[src/rtl/skinny_sbox_serial_layer.sv]
// Nibble-serial SubCells controller for a 2-share SKINNY-64 state: streams each
// share's nibbles through an external masked S-box gadget and reassembles the result.
module skinny_sbox_serial_layer #(
  parameter int NIBBLES  = 16,
  parameter int SBOX_LAT = 1
) (
  input  logic                 clk,
  input  logic                 rst,
  input  logic                 start,
  input  logic [4*NIBBLES-1:0] state_in0,
  input  logic [4*NIBBLES-1:0] state_in1,
  input  logic [7:0]           rnd_in,
  output logic                 rnd_req,
  output logic [3:0]           sbox_in0,
  output logic [3:0]           sbox_in1,
  output logic [7:0]           sbox_ran,
  input  logic [3:0]           sbox_out0,
  input  logic [3:0]           sbox_out1,
  output logic                 busy,
  output logic                 done,
  output logic [4*NIBBLES-1:0] state_out0,
  output logic [4*NIBBLES-1:0] state_out1
);

  localparam int STATE_W = 4 * NIBBLES;
  localparam int CNT_W   = (NIBBLES > 1) ? $clog2(NIBBLES) : 1;
  localparam logic [CNT_W-1:0] LAST_IDX = CNT_W'(NIBBLES - 1);

  typedef enum logic [1:0] {
    S_IDLE,
    S_FEED,
    S_DRAIN,
    S_DONE
  } state_t;

  state_t               state_q, state_d;
  logic [CNT_W-1:0]     feed_cnt_q, feed_cnt_d;
  logic [STATE_W-1:0]   buf0_q, buf1_q;
  logic [STATE_W-1:0]   out0_q, out1_q;
  logic [SBOX_LAT-1:0]  tok_vld_q;
  logic [CNT_W-1:0]     tok_idx_q [SBOX_LAT];

  logic                 feeding;
  logic                 accept;
  logic                 cap_vld;
  logic                 cap_last;
  logic [CNT_W-1:0]     cap_idx;

  // Each share is selected from its own buffer; the two are never mixed here.
  function automatic logic [3:0] nib_sel(input logic [STATE_W-1:0] v,
                                         input logic [CNT_W-1:0]   idx);
    logic [3:0] r;
    r = '0;
    for (int i = 0; i < NIBBLES; i++) begin
      if (idx == CNT_W'(i)) r = v[4*i +: 4];
    end
    return r;
  endfunction

  assign feeding  = (state_q == S_FEED);
  assign accept   = (state_q == S_IDLE) && start;
  assign cap_vld  = tok_vld_q[SBOX_LAT-1];
  assign cap_idx  = tok_idx_q[SBOX_LAT-1];
  assign cap_last = cap_vld && (cap_idx == LAST_IDX);

  always_comb begin
    state_d    = state_q;
    feed_cnt_d = feed_cnt_q;
    case (state_q)
      S_IDLE: begin
        if (start) begin
          state_d    = S_FEED;
          feed_cnt_d = '0;
        end
      end
      S_FEED: begin
        if (feed_cnt_q == LAST_IDX) state_d = S_DRAIN;
        else                        feed_cnt_d = feed_cnt_q + CNT_W'(1);
      end
      S_DRAIN: begin
        if (cap_last) state_d = S_DONE;
      end
      S_DONE: begin
        state_d = S_IDLE;
      end
      default: begin
        state_d = S_IDLE;
      end
    endcase
  end

  // Gadget inputs are driven only while feeding so no share or mask lingers on them.
  always_comb begin
    sbox_in0 = '0;
    sbox_in1 = '0;
    sbox_ran = '0;
    if (feeding) begin
      sbox_in0 = nib_sel(buf0_q, feed_cnt_q);
      sbox_in1 = nib_sel(buf1_q, feed_cnt_q);
      sbox_ran = rnd_in;
    end
  end

  assign rnd_req    = feeding;
  assign busy       = feeding || (state_q == S_DRAIN);
  assign done       = (state_q == S_DONE);
  assign state_out0 = out0_q;
  assign state_out1 = out1_q;

  always_ff @(posedge clk) begin
    if (rst) begin
      state_q    <= S_IDLE;
      feed_cnt_q <= '0;
      buf0_q     <= '0;
      buf1_q     <= '0;
      out0_q     <= '0;
      out1_q     <= '0;
      tok_vld_q  <= '0;
      for (int i = 0; i < SBOX_LAT; i++) tok_idx_q[i] <= '0;
    end else begin
      state_q    <= state_d;
      feed_cnt_q <= feed_cnt_d;
      if (accept) begin
        buf0_q <= state_in0;
        buf1_q <= state_in1;
      end
      // Token line mirrors the gadget latency so each result lands at its own index.
      tok_vld_q[0] <= feeding;
      tok_idx_q[0] <= feed_cnt_q;
      for (int i = 1; i < SBOX_LAT; i++) begin
        tok_vld_q[i] <= tok_vld_q[i-1];
        tok_idx_q[i] <= tok_idx_q[i-1];
      end
      if (cap_vld) begin
        for (int i = 0; i < NIBBLES; i++) begin
          if (cap_idx == CNT_W'(i)) begin
            out0_q[4*i +: 4] <= sbox_out0;
            out1_q[4*i +: 4] <= sbox_out1;
          end
        end
      end
    end
  end

endmodule

[config.mk]
export PLATFORM = sky130hd
export DESIGN_NAME = skinny_sbox_serial_layer
export DESIGN_NICKNAME = d
export VERILOG_FILES = /design/src/rtl/skinny_sbox_serial_layer.sv
export SDC_FILE = /design/constraint.sdc
export NUM_CORES = 1
export LEC_CHECK = 0
export CAP_MARGIN = 20
export CELL_PAD_IN_SITES_DETAIL_PLACEMENT = 0
export CELL_PAD_IN_SITES_GLOBAL_PLACEMENT = 1
export CORE_MARGIN = 4
export CORE_UTILIZATION = 39
export DETAILED_ROUTE_END_ITERATION = 16
export PLACE_DENSITY_LB_ADDON = 0.2
export SLEW_MARGIN = 30
export SYNTH_ARGS = -nofsm -noshare
export SYNTH_HDL_FRONTEND = slang
export SYNTH_SLANG_ARGS = --single-unit
[constraint.sdc]
create_clock -name clk -period 4.1 [get_ports clk]
set_clock_uncertainty 0.05 [all_clocks]
set_input_delay 1.025 -clock clk [delete_from_list [all_inputs] [get_ports clk]]
set_output_delay 1.025 -clock clk [all_outputs]
set_load 0.1 [all_outputs]
==> metrics.txt, run 1 <==
standard-cell rows=slightly above 60; insertion delay to the later sink of the worst-skew pair=around 0.53 ns; placer congestion estimate=between 0.8 and 0.9; initial antenna violation count=0; Yosys reg bits=~270; worst path required time=slightly above 3 ns; fin nets=~1,700; synth top area cells=dfxtp_1 48%, mux2i_1 11%, nand2_1 10%; critical path depth=8; first-pass GRT wire length=approximately 56,000 µm; syn avg cell area=roughly 8.4 µm²; ANT nets after route=0; Place WS=roughly 0.50 ns; CP delay by family, top=compound AO/OA/AOI/OAI gates; DRC Markers=0; hold-fix buffers at CTS=0; Critical Path AT=between 2 and 3 ns; CP Launch Point=feed_cnt_q[0]; die area=0.0316 mm²; Crit-path slowest cell=a221o_1; drt first pass iters=5; Synth async-reset ratio=0; I/O Buffers=between 200 and 300; CTS root buf=clkbuf_16; Slew @ Worst Pin=slightly above 1 ns; TNS Setup=0 ns; Top cell by count, worst path=inv_1; number of global-route vias before repair=~10,000; CTS Buf Count=29; Die Span X=between 150 and 200 µm; Design Power=between 7000 and 8000 µW; RSZ-0062 raised after global routing=yes; Min Hold Slack=roughly 0.40 ns; Setup Viol. Count Final=0; final setup margin=~0.14 ns; Hold WC Path Type=reg2reg; clock transition at the registers of the reported paths=around 0.06 ns; post-DP HPWL=approximately 26,000 µm; Max-slew headroom=0.306; MaxCap Viol Count=0; reg2reg setup slack=between 2 and 2.5 ns; M1 GR Usage=0.306; Lkg Pwr=~0.006 µW; grt met3 use=0.0652; Ports=between 200 and 300; CTS H-tree depth=1; Min Clock Period, post-route=around 4.0 ns; Worst Path Class, Setup=reg2out; CP Max Fanout=13; met2 Resource Use GR=0.338; CTS tree=done; hold_sp=buf1_q[60]; GRT overflow=0; Startpoint Class=flip-flop; Post-Synthesis Cells=~1,300; Die Height=between 150 and 200 µm; Period Utilization, post-route=0.966; share of cells above drive strength 1=0.0827; vias post-DR=~10,000; sequential share of the synthesized area=0.475; crit path cell chain=inv_1 > ha_2 > inv_1 > nor3_4 > a222oi_1 > a221o_1 > o211ai_1 > buf_12; routed wire length per instance=around 18 µm; area leader, netlist=dfxtp_1; Syn Std Cell Area=0.0113 mm²; PD cells=around 500 mW/mm²; GRT Util Overall=0.220; reg2reg path depth=6; top-area cell type share of the netlist area=0.475; # fillers=2,694; DR vias/cell=about 5.1; CP endpoint kind=output port; Core Area=between 0.02 and 0.03 mm²; largest net degree at the start of global routing=between 80 and 90; fin. max-slew vios=0; most frequent cells in the layout=305 x nand2_1, 267 x dfxtp_1, 263 x clkdlybuf4s50_1, 152 x a21oi_1, 149 x nor2_1; WP buf/inv=3; GRT busiest layer=met2; predominant post-synthesis flop cell=dfxtp_1; CP endpoint=sbox_in0[2]; Post-synth EDFFs=0; Hold Violations, Final=0; Synth cell types=66; final WL=~36,000 µm; yosys warns=0; status=completed; peak supply drop=between 0.3 and 0.4 mV; Critical Path Max Stage Delay=between 0.3 and 0.4 ns; Longest Clk Path Bufs=3; Starting Density=0.401; layout overhead on the synthesized area=37.3%; reg2reg start=state_q[1]; FMAX=between 200 and 300 MHz; CTS sink count=267; 1st-iter DRT viols=694; r2r endpoint=buf0_q[13]; Mapped Nets=roughly 1,500; commonest non-fill, non-tap cell in the layout=nand2_1
==> per-stage QoR <==
step / instance area, µm² / utilization / std cells
after floorplan: 11300 / - / 1334
after global placement: 14500 / 0.516 / 1921
after detailed placement: 14500 / 0.516 / 1921
after CTS: 15400 / 0.549 / 1973
after global routing: 15400 / 0.550 / 1975
final: 15400 / 0.550 / 1978
==> routing by layer <==
metal | wire length [µm] | vias to the layer above | share of wire
met5 | 0 | - | 0
met4 | 663 | 0 | 0.018
met3 | 3140 | 43 | 0.087
met2 | 16100 | 335 | 0.44
met1 | 16400 | 4753 | 0.45
li1 | - | 4997 | -
==> report_power, final <==
group / switching (µW) / internal, µW
sequential: 211 / 2860
combinational: 1410 / 724
clock: 1030 / 1520
total: 2650 / 5100
==> how the worst min path moves through the flow <==
stage                            end  slack (ns)  cells past startpoint
after floorplan            buf1_q[0]        0.38                      2
after CTS                 buf1_q[60]        0.41                      2
after global placement    buf1_q[60]        0.39                      2
after detailed placement  buf1_q[60]        0.40                      2
final                     buf1_q[60]        0.40                      2
after global routing      buf0_q[48]        0.43                      2
==> Yosys cell counts (3+ instances only) <==
| cell type | instances |
|---|---|
| mux2i_1 | 129 |
| nor2b_1 | 18 |
| a31oi_1 | 5 |
| buf_2 | 21 |
| o211ai_1 | 16 |
| o22a_1 | 5 |
| o21ai_0 | 28 |
| o22ai_1 | 3 |
| a21o_1 | 3 |
| nor2_4 | 6 |
| a21oi_1 | 152 |
| clkbuf_1 | 76 |
| ha_1 | 9 |
| or3b_2 | 4 |
| a2bb2oi_1 | 4 |
| nand3_1 | 5 |
| nor2_1 | 150 |
| a222oi_1 | 4 |
| nand3b_1 | 9 |
| inv_1 | 11 |
| a221oi_1 | 7 |
| nor3b_1 | 6 |
| or3_1 | 5 |
| nor2_2 | 3 |
| buf_6 | 4 |
| a211o_1 | 5 |
| o221ai_1 | 4 |
| nor3_1 | 3 |
| nand2_1 | 306 |
| a221o_1 | 9 |
| dfxtp_1 | 267 |
| and2_1 | 11 |
==> sequential cells by signal, summed over array words and instances (netlist names) <==
signal	cells
buf0_q	64
buf1_q	64
state_out0	64
state_out1	64
feed_cnt_q	4
tok_idx_q	4
state_q	2
cap_vld	1
==> cell type report <==
| type | count | area (µm²) | area share |
|---|---|---|---|
| tap | 378 | 473 | 0.0306 |
| multi-input combinational | 950 | 5470 | 0.354 |
| timing repair buffer | 316 | 3160 | 0.205 |
| antenna | 3 | 7.51 | 0.000486 |
| inverter | 12 | 52.6 | 0.00340 |
| clock buffer | 47 | 883 | 0.0572 |
| clock inverter | 5 | 52.6 | 0.00340 |
| sequential | 267 | 5350 | 0.346 |
==> worst reg2reg max path, stage by stage (launching register included) <==
cell     delay [ns]
dfxtp_1        0.34
inv_1          0.14
ha_1           0.33
and2_4         0.45
buf_4          0.33
nand2_1        0.13
a21oi_1        0.13
==> cell families after synthesis <==
kind of cell / count (synthesis) / share of synthesized area
DFF: 267 / 0.475
buffers and inverters: 117 / 0.0447
AOI/OAI and AO/OA: 266 / 0.145
adders and majority gates: 9 / 0.0100
xor gates and xnor gates: 2 / 0.00156
muxes: 129 / 0.115
and+or+nand+nor: 544 / 0.209
==> timing repair <==
action / in CTS / in global routing
setup endpoints to repair: 5 / 8
buffers inserted: 0 / 2
gates resized for setup: 1 / 9
pin swaps: 0 / 0
Power figures use the tool's default switching activity.
==> run 2: changes to the inputs <==
ABC_CLOCK_PERIOD_IN_PS = 4100   (was default)
CAP_MARGIN = default   (was 20)
==> results of run 2 <==
The final DEF is identical to that of run 1; final timing and power are the same.
